===== src/rtl/project_id_shifter.sv =====
`default_nettype none
// ============================================================================
// Module      : project_id_shifter
// Description : Latches the project ID once after reset and shifts it out
//               MSB-first on a serial_clock/serial_data/serial_load bus.
// Revision    : 1.0 - initial release
// ============================================================================
module project_id_shifter #(
  parameter int WIDTH   = 32,
  parameter int CLK_DIV = 2
) (
  input  logic             wb_clk_i,
  input  logic             wb_rstn_i,
  input  logic [WIDTH-1:0] project_id,
  input  logic             start,
  output logic             busy,
  output logic             done,
  output logic             serial_clock,
  output logic             serial_data,
  output logic             serial_load,
  output logic [WIDTH-1:0] id_latched,
  output logic             id_valid
);

  localparam int c_div_w = $clog2(2 * CLK_DIV);
  localparam int c_bit_w = $clog2(WIDTH + 1);
  localparam logic [c_div_w-1:0] c_div_half = c_div_w'(CLK_DIV - 1);
  localparam logic [c_div_w-1:0] c_div_last = c_div_w'(2 * CLK_DIV - 1);
  localparam logic [c_bit_w-1:0] c_bit_last = c_bit_w'(WIDTH - 1);

  typedef enum logic [1:0] {
    S_CAPTURE = 2'd0,
    S_IDLE    = 2'd1,
    S_SHIFT   = 2'd2,
    S_LOAD    = 2'd3
  } state_t;

  state_t             r_state, w_state;
  logic [WIDTH-1:0]   r_shreg, w_shreg;
  logic [c_div_w-1:0] r_div, w_div;
  logic [c_bit_w-1:0] r_bit, w_bit;
  logic               r_busy, w_busy;
  logic               r_done, w_done;
  logic               r_sclk, w_sclk;
  logic               r_sdata, w_sdata;
  logic               r_sload, w_sload;
  logic [WIDTH-1:0]   r_id, w_id;
  logic               r_idv, w_idv;
  logic [WIDTH-1:0]   w_shifted;

  assign w_shifted = r_shreg << 1;

  // Every output is a register; this block only computes their next values.
  always_comb begin
    w_state = r_state;
    w_shreg = r_shreg;
    w_div   = r_div;
    w_bit   = r_bit;
    w_busy  = r_busy;
    w_done  = 1'b0;
    w_sclk  = r_sclk;
    w_sdata = r_sdata;
    w_sload = r_sload;
    w_id    = r_id;
    w_idv   = r_idv;
    case (r_state)
      S_CAPTURE: begin
        w_id    = project_id;
        w_idv   = 1'b1;
        w_state = S_IDLE;
      end
      S_IDLE: begin
        if (start) begin
          w_shreg = r_id;
          w_sdata = r_id[WIDTH-1];
          w_busy  = 1'b1;
          w_div   = '0;
          w_bit   = '0;
          w_state = S_SHIFT;
        end
      end
      S_SHIFT: begin
        w_div = r_div + 1'b1;
        if (r_div == c_div_half) begin
          w_sclk = 1'b1;
        end
        // End of the high phase: advance to the next bit while the clock drops.
        if (r_div == c_div_last) begin
          w_div   = '0;
          w_sclk  = 1'b0;
          w_shreg = w_shifted;
          w_sdata = w_shifted[WIDTH-1];
          w_bit   = r_bit + 1'b1;
          if (r_bit == c_bit_last) begin
            w_sdata = 1'b0;
            w_sload = 1'b1;
            w_state = S_LOAD;
          end
        end
      end
      S_LOAD: begin
        w_div = r_div + 1'b1;
        if (r_div == c_div_half) begin
          w_div   = '0;
          w_sload = 1'b0;
          w_busy  = 1'b0;
          w_done  = 1'b1;
          w_state = S_IDLE;
        end
      end
      default: w_state = S_CAPTURE;
    endcase
  end

  always_ff @(posedge wb_clk_i or negedge wb_rstn_i) begin
    if (!wb_rstn_i) begin
      r_state <= S_CAPTURE;
      r_shreg <= '0;
      r_div   <= '0;
      r_bit   <= '0;
      r_busy  <= 1'b0;
      r_done  <= 1'b0;
      r_sclk  <= 1'b0;
      r_sdata <= 1'b0;
      r_sload <= 1'b0;
      r_id    <= '0;
      r_idv   <= 1'b0;
    end else begin
      r_state <= w_state;
      r_shreg <= w_shreg;
      r_div   <= w_div;
      r_bit   <= w_bit;
      r_busy  <= w_busy;
      r_done  <= w_done;
      r_sclk  <= w_sclk;
      r_sdata <= w_sdata;
      r_sload <= w_sload;
      r_id    <= w_id;
      r_idv   <= w_idv;
    end
  end

  assign busy         = r_busy;
  assign done         = r_done;
  assign serial_clock = r_sclk;
  assign serial_data  = r_sdata;
  assign serial_load  = r_sload;
  assign id_latched   = r_id;
  assign id_valid     = r_idv;

endmodule
`default_nettype wire

===== config.mk =====
export PLATFORM = sky130hd
export DESIGN_NAME = project_id_shifter
export DESIGN_NICKNAME = d
export VERILOG_FILES = /design/src/rtl/project_id_shifter.sv
export SDC_FILE = /design/constraint.sdc
export NUM_CORES = 1
export LEC_CHECK = 0
export ABC_CLOCK_PERIOD_IN_PS = 2900
export CAP_MARGIN = 40
export CORE_MARGIN = 1
export CORE_UTILIZATION = 35
export CTS_CLUSTER_DIAMETER = 60
export CTS_CLUSTER_SIZE = 40
export DETAILED_ROUTE_END_ITERATION = 6
export SETUP_SLACK_MARGIN = 0.15
export SKIP_LAST_GASP = 1
export SLEW_MARGIN = 20
export SYNTH_ARGS = -nofsm -noshare
export SYNTH_HDL_FRONTEND = slang
export SYNTH_SLANG_ARGS = --single-unit

===== constraint.sdc =====
create_clock -name wb_clk_i -period 2.9 [get_ports wb_clk_i]
set_input_delay 0.58 -clock wb_clk_i [delete_from_list [all_inputs] [get_ports wb_clk_i]]
set_output_delay 0.58 -clock wb_clk_i [all_outputs]
set_load 0.005 [all_outputs]

* Word-level counts from Yosys, hierarchy flattened
Index checks and enable logic that the tools add are counted.
** Storage, ports and cells
- Flip-flop bits (word level) :: 79
- Word-level logic and storage cells :: 64
** Cells by class
- Multiplexer cells :: 29
- Add/sub/neg operators :: 2
- Eq/ne operators :: 10
- Reduce and logical (&&, ||, !) cells :: 12
** Operators with widths (count)
- 31-bit two-way mux :: 2
- 31-bit case mux with 2 select lines :: 1
- 2-bit two-way mux :: 7
- 6-bit two-way mux :: 2
- 6-bit case mux with 2 select lines :: 1
- 1-bit two-way mux :: 11
- 2-bit inequality test, second input constant :: 4
- 2-bit case mux with 4 select lines :: 1
- 4-bit AND reduction :: 2
- 2-bit nonzero test :: 4
- 6-bit by 1-bit adder with 6-bit output, second input constant :: 1
- 2-bit == test, second input constant :: 3
- 6-bit by 5-bit == test with 1-bit output, second input constant :: 1
- 1-bit case mux with 2 select lines :: 3
- 2-bit case mux with 3 select lines :: 1
- 3-bit AND reduction :: 2
- 2-bit by 1-bit == test with 1-bit output, second input constant :: 2
- 2-bit AND reduction :: 2
- 3-bit nonzero test :: 1
- 2-bit by 1-bit adder with 2-bit output, second input constant :: 1
- 2-bit logical NOT :: 1

* Logic depth before layout (Yosys ltp)
- Depth in word-level cells :: 4
- Mapped depth :: 8
- Depth with buffers taken out :: 6

* Worst setup path after synthesis
Ideal clock, no wire load.
- Path type :: register to register
- Start :: register r_state[0]
- End :: register r_state[1]
- Buffers on the path :: 1
- Period minus slack after synthesis :: 1.710 ns
- Setup time :: 0.125 ns
- Arrival :: 1.586 ns
- Stages on the path, launching flop included :: 8
- Setup slack :: 1.190 ns
- Path through :: dfrtp_1 inv_1 ha_1 buf_2 and2b_1 a21oi_1 nand3_1 mux2_2
** On the way
- Word-level cells in the longest chain between the ends :: 3
** RTL lines
- from (decl) :: line 38 : state_t r_state, w_state;
- from (signal assigned) :: line 129 : r_state <= w_state;
- 2-bit == test / 2-bit by 1-bit == test with 1-bit output (equally long branches) :: line 66 : case (r_state)
- 2-bit inequality test (no source line)
- 4-bit AND reduction (no source line)
Several ways; a longest one is shown, not always the timed one.
A chain may end at the register's enable or synchronous reset.

* Worst setup path in the final report
- Start :: register r_div[0]
- End :: register r_shreg[19]
** On the way
- Word-level cells in the longest chain between the ends :: 3
** RTL lines
- from (decl) :: line 40 : logic [c_div_w-1:0] r_div, w_div;
- from (signal assigned) :: line 131 : r_div <= w_div;
- 2-bit == test :: line 88 : if (r_div == c_div_last) begin
- 2-bit inequality test (no source line)
- 3-bit AND reduction (no source line)
- to (signal assigned) :: line 130 : r_shreg <= w_shreg;
- to (decl) :: line 39 : logic [WIDTH-1:0] r_shreg, w_shreg;
Every way passes these cells.

==> flow_summary.yaml <==
status:
  status: "complete, no violations"
sta:
  skew_ns: 0.00848
  setup_viol: 0
  clock.fmax_mhz: 462
  drv_slew: 0
  worst_slew_pin_slew_ns: 0.641
  tns_ns: 0
  finalWorstPathRequiredPeriod_ns: 2.16
  period_share: 0.746
  slew_headroom: 0.572
  rsz0062_at_grt: "no"
  hold_violations: 0
  hold_slack_ns: 0.181
setup_path:
  worstSetupPathType: "register to register"
  worst_setup_path_start_kind: "register"
  r2r_slack_ns: 0.74
  crit_path_max_fanout: 34
  worstPathArrival_ns: 2.43
  r2r_end: "r_shreg[19]$_DFFE_PN0P_"
  cp.required_ns: 3.17
  r2r_start: "r_div[0]$_DFFE_PN0P_"
  rr_worst_depth: 6
  critPathCaptureType: "register"
clock_network:
  worstSkewPairLatency_ns: 0.34
  clock_sinks: 79
  htree_levels: 3
  cts.path.max_buffers: 2
  hold_buffers: 0
  cts_setup_buffers: 0
  ctsResizeCount: 0
  cts-root-buf: "clkbuf_8"
  clk_pin_slew_ns: 0.08
  cts_tree: "yes"
  cts_buffers: 9
yosys:
  synth_nets: 339
  ys_seq_elements: 79
  postSynthAreaPerCell_um2: 12.0
  synth-edff-count: 0
  synth_seq_area_share: 0.559
  yosysWarnings: 0
  synth_ff_type: "dfrtp_1"
  async_flop_share: 1.00
  syn_area_um2: 3530
  netlist_instances: 295
  yosysUniqueCellTypes: 34
floorplan:
  die-area_um2: 10500
  row_count: 36
  start_util: 0.362
  dieHeight_um: 102
  die_x_um: 102
  core_area_um2: 9770
  io-pin-count: 73
power:
  finalPower_mw: 5.06
  ir_worst_vdd_v: 0.000388
  power_density_nw_per_um2: 1090
  leakage_nw: 1.90
cells_and_area:
  fill_cells: 945
  n_antenna_cell: 0
  syn_to_final_growth_pct: 31.2
  drive_gt1_frac: 0.184
  regArea_um2: 1980
  fin_nets: 410
  multi_input_area_um2: 1450
  post-route-util: 0.474
detailed_routing:
  routed_wl_um: 6760
  drc: 0
  drtAntennaViolNets: 0
  vias: 2375
  drt_first_pass_iters: 4
  drtIter0Drc: 32
  vias_per_cell: 4.72
  wire_per_inst_um: 13.4
global_route:
  grt_pass1_wl_um: 11200
  grt_pass1_vias: 2373
  overflow: 0
  grt.total_usage: 0.140
  grt_max_degree: 47
  antenna_found_initial: 0
placed_design:
  numPortBuffers: 72
  hpwl_um: 4550
  gp_congestion: 0.760
min_path:
  hold_class: "input pin to async pin"
job:
  maxCapViolCount: 0
worst max-delay path by stage:
stage / startpoint / to / slack, ns / cells past startpoint
after CTS: r_div[0]$_DFFE_PN0P_ / r_shreg[25]$_DFFE_PN0P_ / 0.69 / 6
after global placement: start / serial_data$_DFFE_PN0P_ / 0.18 / 5
after floorplan: r_state[0]$_DFFE_PN0P_ / r_state[1]$_DFFE_PN0P_ / 1.19 / 7
final: r_div[0]$_DFFE_PN0P_ / r_shreg[19]$_DFFE_PN0P_ / 0.74 / 6
after detailed placement: start / r_shreg[25]$_DFFE_PN0P_ / 0.48 / 6
after global routing: r_div[0]$_DFFE_PN0P_ / r_shreg[20]$_DFFE_PN0P_ / 0.49 / 6
synthesized netlist by cell type (all sizes together) (2+ instances only):
cell type / instances / area, um2
buf: 14 / 71.3
nand2: 6 / 22.5
o21ai: 5 / 25.0
nor3: 3 / 15.0
ha: 9 / 113
clkbuf: 3 / 12.5
a21oi: 36 / 180
inv: 8 / 30.0
a22o: 4 / 40.0
nand4: 2 / 12.5
nor2: 38 / 150
and2b: 3 / 25.0
mux2: 35 / 394
dfrtp: 79 / 1980
a21o: 2 / 15.0
nand3: 3 / 15.0
mux2i: 33 / 334
xnor2: 2 / 17.5
power by group:
part	switching, mW	total (mW)	internal, mW
sequential	0.357	1.98	1.62
clock	0.381	0.820	0.439
combinational	0.971	2.26	1.29
layout make-up:
class                      count  area share
clock buffer                  12      0.0335
multi-input combinational    191       0.313
tap                          133      0.0359
timing repair buffer          77       0.176
sequential                    79       0.426
clock inverter                 3     0.00918
inverter                       8     0.00648
cell usage in the layout, fill, tap and decap left out, types with 4 or more instances in the layout:
cell type and instances:
mux2i_1 32, o21ai_0 5, mux2_2 35, a22o_2 4, a21oi_1 36, dfrtp_1 79
ha_1 7, nor2_1 37, clkbuf_8 11, inv_1 8, clkdlybuf4s50_1 71, nand2_1 6
worst max-delay path: stages (launching register included):
cell	delay [ns]
dfrtp_1	0.42
ha_1	0.35
and2b_1	0.32
nor2_4	0.55
buf_16	0.25
nor2_1	0.05
a21oi_1	0.12
flip-flops by register name, indices dropped and copies added, names as in the netlist:
| signal | cells |
|---|---|
| id_latched | 32 |
| r_shreg | 31 |
| r_bit | 6 |
| r_div | 2 |
| r_state | 2 |
| busy | 1 |
| done | 1 |
| id_valid | 1 |
| serial_clock | 1 |
| serial_data | 1 |
| serial_load | 1 |
cells by family after synthesis:
group | Yosys count | synth area share
DFF | 79 | 0.559
adders and majority gates | 9 | 0.0319
buffers and inverters | 25 | 0.0322
xor gates and xnor gates | 2 | 0.00496
AOI/OAI and AO/OA | 52 | 0.0842
and+or+nand+nor | 60 | 0.0814
muxes | 68 | 0.206
layer usage:
metal	global-route usage	up-vias	share of wire
li1	-	1164	-
met3	0.0244	10	0.039
met2	0.213	52	0.45
met4	0.0692	0	0.020
met1	0.194	1149	0.49
met5	0	-	0
metrics by stage:
stage | area, um2 | setup slack (ns) | instances
3_3_place_gp | 4360 | 0.184 | 485
4_1_cts | 4610 | 0.691 | 502
2_1_floorplan | 3530 | 1.19 | 295
5_1_grt | 4640 | 0.486 | 503
3_5_place_dp | 4410 | 0.476 | 487
6_report | 4640 | 0.736 | 503
Note: power is estimated with default switching activity, not from simulation.
